[src/rtl/mux_addr_driver.sv]
// Break-before-make driver for the external 16:1 analog mux address pins and enable.
// Address changes open the mux for a dead time, apply the new address, then wait a settle time before re-enabling.
module mux_addr_driver #(
    parameter int DEAD_CYCLES   = 50,
    parameter int SETTLE_CYCLES = 20
) (
    input  logic        clk,
    input  logic        rst,
    input  logic        sel3,
    input  logic        sel2,
    input  logic        sel1,
    input  logic        sel0,
    input  logic        enable_req,
    output logic [3:0]  mux_a,
    output logic        mux_en,
    output logic        busy,
    output logic [15:0] switch_count
);

    localparam int MAX_CYCLES = (DEAD_CYCLES > SETTLE_CYCLES) ? DEAD_CYCLES : SETTLE_CYCLES;
    localparam int CNT_W      = $clog2(MAX_CYCLES + 1);
    localparam logic [CNT_W-1:0] DEAD_LOAD   = CNT_W'(DEAD_CYCLES - 1);
    localparam logic [CNT_W-1:0] SETTLE_LOAD = CNT_W'(SETTLE_CYCLES - 1);

    typedef enum logic [1:0] {
        IDLE   = 2'd0,
        SETTLE = 2'd1,
        ON     = 2'd2,
        BREAK  = 2'd3
    } state_t;

    state_t            r_state;
    logic [CNT_W-1:0]  r_cnt;
    logic [3:0]        r_sel_meta;
    logic [3:0]        r_tgt;
    logic              r_en_meta;
    logic              r_en_s;
    logic [3:0]        r_mux_a;
    logic              r_mux_en;
    logic              r_busy;
    logic [15:0]       r_switch_count;

    logic [3:0]        w_sel;
    logic              w_addr_change;

    assign w_sel         = {sel3, sel2, sel1, sel0};
    assign w_addr_change = (r_tgt != r_mux_a);

    // The inputs come from switches, so both the address and the enable get two flops before the FSM sees them.
    always_ff @(posedge clk) begin
        if (rst) begin
            r_sel_meta     <= 4'd0;
            r_tgt          <= 4'd0;
            r_en_meta      <= 1'b0;
            r_en_s         <= 1'b0;
            r_state        <= IDLE;
            r_cnt          <= '0;
            r_mux_a        <= 4'd0;
            r_mux_en       <= 1'b0;
            r_busy         <= 1'b0;
            r_switch_count <= 16'd0;
        end else begin
            r_sel_meta <= w_sel;
            r_tgt      <= r_sel_meta;
            r_en_meta  <= enable_req;
            r_en_s     <= r_en_meta;

            case (r_state)
                IDLE: begin
                    r_mux_en <= 1'b0;
                    r_mux_a  <= r_tgt;
                    if (w_addr_change) begin
                        r_switch_count <= r_switch_count + 16'd1;
                    end
                    if (r_en_s) begin
                        r_cnt   <= SETTLE_LOAD;
                        r_state <= SETTLE;
                        r_busy  <= 1'b1;
                    end
                end

                SETTLE: begin
                    if (!r_en_s) begin
                        r_state <= IDLE;
                        r_busy  <= 1'b0;
                    end else if (w_addr_change) begin
                        // Mux is already open here, so the new address goes out at once and settling restarts.
                        r_mux_a        <= r_tgt;
                        r_switch_count <= r_switch_count + 16'd1;
                        r_cnt          <= SETTLE_LOAD;
                    end else if (r_cnt == '0) begin
                        r_mux_en <= 1'b1;
                        r_state  <= ON;
                        r_busy   <= 1'b0;
                    end else begin
                        r_cnt <= r_cnt - CNT_W'(1);
                    end
                end

                ON: begin
                    if (!r_en_s) begin
                        r_mux_en <= 1'b0;
                        r_state  <= IDLE;
                    end else if (w_addr_change) begin
                        r_mux_en <= 1'b0;
                        r_cnt    <= DEAD_LOAD;
                        r_state  <= BREAK;
                        r_busy   <= 1'b1;
                    end
                end

                BREAK: begin
                    if (!r_en_s) begin
                        r_state <= IDLE;
                        r_busy  <= 1'b0;
                    end else if (r_cnt == '0) begin
                        // Apply whatever is requested now, even if it equals the address already on the pins.
                        r_mux_a        <= r_tgt;
                        r_switch_count <= r_switch_count + 16'd1;
                        r_cnt          <= SETTLE_LOAD;
                        r_state        <= SETTLE;
                    end else begin
                        r_cnt <= r_cnt - CNT_W'(1);
                    end
                end

                default: begin
                    r_mux_en <= 1'b0;
                    r_busy   <= 1'b0;
                    r_state  <= IDLE;
                end
            endcase
        end
    end

    assign mux_a        = r_mux_a;
    assign mux_en       = r_mux_en;
    assign busy         = r_busy;
    assign switch_count = r_switch_count;

endmodule

[config.mk]
export PLATFORM = sky130hd
export DESIGN_NAME = mux_addr_driver
export DESIGN_NICKNAME = d
export VERILOG_FILES = /design/src/rtl/mux_addr_driver.sv
export SDC_FILE = /design/constraint.sdc
export NUM_CORES = 1
export LEC_CHECK = 0
export CORE_UTILIZATION = 40
export DETAILED_ROUTE_END_ITERATION = 8
export PLACE_DENSITY = 0.59
export SLEW_MARGIN = 10
export SYNTH_ARGS = -nofsm -noshare
export SYNTH_HDL_FRONTEND = slang
export SYNTH_SLANG_ARGS = --single-unit
[constraint.sdc]
create_clock -name clk -period 5.1 [get_ports clk]
set_clock_uncertainty 0.05 [all_clocks]
set_input_delay 0.51 -clock clk [delete_from_list [all_inputs] [get_ports clk]]
set_output_delay 0.51 -clock clk [all_outputs]
set_load 0.01 [all_outputs]
=== After elaboration in Yosys (flattened, before gate mapping) ===
Index checks and enable logic that the tools add are counted.

* $add $sub $neg: 2
* Mux-type cells: 42
* Reduce and logical (&&, ||, !) cells: 10
* Bitwise operators: 0
* Shifts and indexed selects: 0
* Multipliers: 0
* Equal/unequal tests: 19
* Order comparisons: 0
* Divide/modulo/power cells: 0

{| class="wikitable"
|+ Operator list
! kind !! number
|-
| 16-bit two-way mux || 4
|-
| 6-bit two-way mux || 8
|-
| 16-bit case mux with 3 select lines || 1
|-
| 6-bit case mux with 4 select lines || 1
|-
| 2-bit != test (second input constant) || 10
|-
| 16-bit by 1-bit adder with 16-bit output (second input constant) || 1
|-
| 2-bit two-way mux || 8
|-
| 4-bit two-way mux || 4
|-
| 3-bit != test (second input constant) || 5
|-
| 5-bit AND reduction || 3
|-
| 1-bit two-way mux || 12
|-
| 4-bit case mux with 3 select lines || 1
|-
| 6-bit AND reduction || 2
|-
| 2-bit case mux with 4 select lines || 1
|-
| 6-bit logical NOT || 1
|-
| 3-bit nonzero test || 2
|-
| 6-bit by 1-bit subtractor with 6-bit output (second input constant) || 1
|-
| 2-bit equality test (second input constant) || 2
|-
| 4-bit != test || 1
|-
| 1-bit case mux with 4 select lines || 1
|-
| 4-bit AND reduction || 1
|-
| 1-bit case mux with 3 select lines || 1
|-
| 2-bit by 1-bit equality test with 1-bit output (second input constant) || 1
|-
| 2-bit logical NOT || 1
|}

* RAM bits: 0
* Memory bits (read-only): 0
* Memories: 0
* Input bits: 7
* Word-level logic and storage cells: 83
* Latch bits: 0
* Register bits: 40

=== Depth between registers and ports, before layout ===
* Depth after elaboration: 5
* Depth in mapped cells: 8
* Depth with buffers taken out: 7

=== Least setup slack after synthesis ===
OpenSTA, ideal clock, no wires.

* Path kind: flip-flop to flip-flop
* Start point: register r_cnt[0]
* End point: register r_switch_count[11], in the netlist switch_count[11]
* Path buffers: 0
* Data arrival time: 1.783 ns
* Stages on the path, launching flop included: 8
* Slack: 3.196 ns
* Path through: dfxtp_1 inv_1 ha_1 nor2b_1 nand3_2 o22a_1 or4_1 a21oi_1

* Cells in the longest elaborated chain, start to end: 3

{| class="wikitable"
|+ Ends and longest elaborated chain
! item !! RTL line !! source
|-
| start: declaration || 33 || <nowiki>logic [CNT_W-1:0] r_cnt;</nowiki>
|-
| start signal: assignment || 96 || <nowiki>r_cnt <= r_cnt - CNT_W'(1);</nowiki>
|-
| start signal: assignment || 123 || <nowiki>r_cnt <= r_cnt - CNT_W'(1);</nowiki>
|-
| 6-bit logical NOT || 116 || <nowiki>end else if (r_cnt == '0) begin</nowiki>
|-
| 2-bit != test (no line) || - ||
|-
| 4-bit AND reduction (no line) || - ||
|-
| end signal: assignment || 73 || <nowiki>r_switch_count <= r_switch_count + 16'd1;</nowiki>
|-
| end signal: assignment || 89 || <nowiki>r_switch_count <= r_switch_count + 16'd1;</nowiki>
|-
| end signal: assignment || 119 || <nowiki>r_switch_count <= r_switch_count + 16'd1;</nowiki>
|-
| end: declaration || 41 || <nowiki>logic [15:0] r_switch_count;</nowiki>
|}

No other way between the ends.
A chain may end at the register's enable or synchronous reset.

=== Final worst setup path ===
* Start point: register r_state[0]
* End point: register r_switch_count[11], in the netlist switch_count[11]

* Cells in the longest elaborated chain, start to end: 3

{| class="wikitable"
|+ Ends and longest elaborated chain
! item !! RTL line !! source
|-
| start: declaration || 32 || <nowiki>state_t r_state;</nowiki>
|-
| start signal: assignment || 56 || <nowiki>r_state <= IDLE;</nowiki>
|-
| start signal: assignment || 77 || <nowiki>r_state <= SETTLE;</nowiki>
|-
| start signal: assignment || 84 || <nowiki>r_state <= IDLE;</nowiki>
|-
| 2-bit equality test, or another cell as far along || 68 || <nowiki>case (r_state)</nowiki>
|-
| 2-bit != test (no line) or 3-bit nonzero test (tied branches) || - ||
|-
| 4-bit AND reduction (no line) || - ||
|}

Parallel ways exist; a longest one is shown, timed or not.

==> impl_metrics.tcl <==
set metrics [dict create \
    wl_mm 3.91 \
    via_count 1576 \
    grt_usage_pct 16.5 \
    crit_arrival_ns 2.39 \
    yosysWarnings 0 \
    min_from "r_en_meta" \
    syn2layout_area_growth_pct 21.2 \
    layout_min_cycle_time_ns 2.21 \
    critical_path_class "flip-flop to flip-flop" \
    gp_congestion 0.776 \
    rows 24 \
    nNetsFinal 255 \
    slew_headroom_pct 46.5 \
    rsz0062_at_grt "false" \
    drive_gt1_share_pct 6.10 \
    grt_max_degree 41 \
    leakagePower_nw 0.819 \
    peakVddDrop_uv 163 \
    stdcell_count 298 \
    min_path_type "flip-flop to flip-flop" \
    place_inst 290 \
    fp.dieW_microns 70.4 \
    numPortBuffers 28 \
    power_density_nw_per_um2 274 \
    clkSinkCount 40 \
    fmax_mhz 452 \
    cp-end-kind "flip-flop" \
    ctsResizeCount 0 \
    start_util_pct 42.4 \
    hold_viol_final 0 \
    clock_tree.buffer_depth 2 \
    coreArea_sq_um 4410 \
    cts_made_buffers 5 \
    layout_setup_ws_ns 2.89 \
    utilization_pct 51.4 \
    timing.rr.start "r_state[0]" \
    cts_tree "done" \
    crit_fanout 17 \
    antenna_found_initial 0 \
    r2r_slack_ns 2.89 \
    num_antenna_cells 0 \
    dr.pass1.iters 4 \
    ys_seq_elements 40 \
    cap_violations 0 \
    setup_viol 0 \
    synthCells 219 \
    final_common_cell "dfxtp_1" \
    power_mw 0.623 \
    drtIter0Drc 73 \
    avgRoutedWirePerCell_microns 13.1 \
    maxSlewViolCount 0 \
    post-route-drc-count 0 \
    syn_nets 229 \
    grt_pass1_vias 1424 \
    ioPinCount 29 \
    cts-root-buf "clkbuf_8" \
    htreeDepth 2 \
    final_cell_mix "40 x dfxtp_1, 28 x clkdlybuf4s50_1, 19 x a21oi_1, 18 x nor2_1, 16 x or3_1" \
    setup_tns_ns 0 \
    tightest_slew_ns 0.796 \
    post-place-ws_ns 2.92 \
    hold_depth 1 \
    grt_pass1_wl_mm 6.47 \
    cts_setup_buffers 0 \
    overflow 0 \
    worst_setup_path_start_kind "flip-flop" \
    postSynthAreaPerCell_sq_um 8.55 \
    crit_required_ns 5.28 \
    holdPathEnd "r_en_s" \
    fillerInstances 418 \
    die-area_sq_um 4960 \
    die_height_microns 70.4 \
    cts_hold_buf 0 \
    ys_seq_area_share_pct 42.8 \
    synthDistinctLibCells 39 \
    insertion_delay_ns 0.29 \
    outcome "completed" \
    ant_nets 0 \
    hpwl_mm 2.54 \
    syn_area_sq_um 1870 \
    reg2reg_to "switch_count[11]" \
    viasPerCell 5.29 \
    rr_worst_depth 5 \
    path_clk_slew_ns 0.08 \
    post-route-period-util_pct 43.4 \
]
[how the worst max path moves through the flow]
stage	to	slack [ns]	start
global route	switch_count[11]	2.70	r_cnt[0]
finish	switch_count[11]	2.89	r_state[0]
floorplan	switch_count[11]	3.20	r_cnt[0]
global placement	switch_count[11]	2.98	r_state[0]
detailed placement	switch_count[11]	2.92	r_cnt[0]
CTS	switch_count[11]	2.90	r_cnt[0]
[critical path, cell delays in order (launching register included)]
cell     delay [ns]
dfxtp_1        0.65
and3_1         0.26
nand3_2        0.12
o22a_1         0.37
or4_1          0.54
a21oi_1        0.14
[state kept, by name, summed over array words and instances, names as in the netlist]
signal,flops
mux_a,4
r_en_s,1
busy,1
r_en_meta,1
r_cnt,6
mux_en,1
r_tgt,4
r_state,2
switch_count,16
r_sel_meta,4
[per-layer routing]
layer	GRT usage [%]	vias up	share of wire, %
li1	-	825	-
met1	21.9	715	51
met2	25.0	30	43
met3	5.19	6	4.0
met4	6.00	0	1.4
met5	0	-	0
[power by group]
part           internal [mW]  total (mW)  switching (mW)
Combinational         0.0376      0.0794          0.0418
Sequential             0.323       0.336          0.0123
Clock                 0.0953       0.208           0.112
Total                  0.456       0.623           0.166
[cells by family after synthesis]
kind of cell / count (synthesis) / synth area share, %
compound gates: 50 / 16.2
xor+xnor: 9 / 4.21
fa+ha+maj: 3 / 2.01
buf+inv: 18 / 3.94
flops: 40 / 42.8
mux: 5 / 2.67
simple gates: 94 / 28.2
[cell type report]
class	count	area [sq um]	area share, %
multi-input combinational	161	997	44.0
clock inverter	3	18.8	0.827
tap	52	65.1	2.87
timing repair buffer	29	288	12.7
inverter	8	30.0	1.32
clock buffer	5	68.8	3.03
sequential	40	801	35.3
[stage by stage]
step | instance area, sq um | hold slack (ns)
6_report | 2270 | 0.388
5_1_grt | 2270 | 0.411
4_1_cts | 2270 | 0.391
3_5_place_dp | 2180 | 0.370
3_3_place_gp | 2180 | 0.367
2_1_floorplan | 1870 | 0.364
[cells in the mapped netlist]
library cell / n / share of area, %
nand4bb_1: 1 / 0.60
nand2_1: 14 / 2.8
or4_1: 1 / 0.40
nor4_1: 1 / 0.33
ha_1: 3 / 2.0
nor2_1: 18 / 3.6
inv_1: 8 / 1.6
a21o_1: 1 / 0.40
o311ai_2: 1 / 0.87
clkbuf_2: 1 / 0.27
clkbuf_1: 5 / 1.0
a311oi_1: 1 / 0.47
mux2i_1: 5 / 2.7
nor4_4: 1 / 1.1
or3_1: 16 / 5.3
xnor2_1: 1 / 0.47
o31ai_1: 1 / 0.40
and2_1: 4 / 1.3
nor2b_1: 11 / 3.7
a31oi_1: 3 / 1.0
dfxtp_1: 40 / 43
o21ai_0: 14 / 3.7
o22ai_1: 1 / 0.33
a21oi_1: 19 / 5.1
o32ai_1: 1 / 0.47
nor3_1: 2 / 0.53
nand4_1: 4 / 1.3
buf_2: 4 / 1.1
and3_1: 3 / 1.0
o22a_1: 2 / 0.94
a211oi_1: 4 / 1.6
xor2_1: 8 / 3.7
o41ai_1: 1 / 0.47
nand3_1: 10 / 2.7
nor3_4: 1 / 0.87
nand3_2: 1 / 0.53
nand2b_1: 4 / 1.3
o21a_1: 1 / 0.40
or2_2: 2 / 0.67
(Power assumes the default switching activity.)
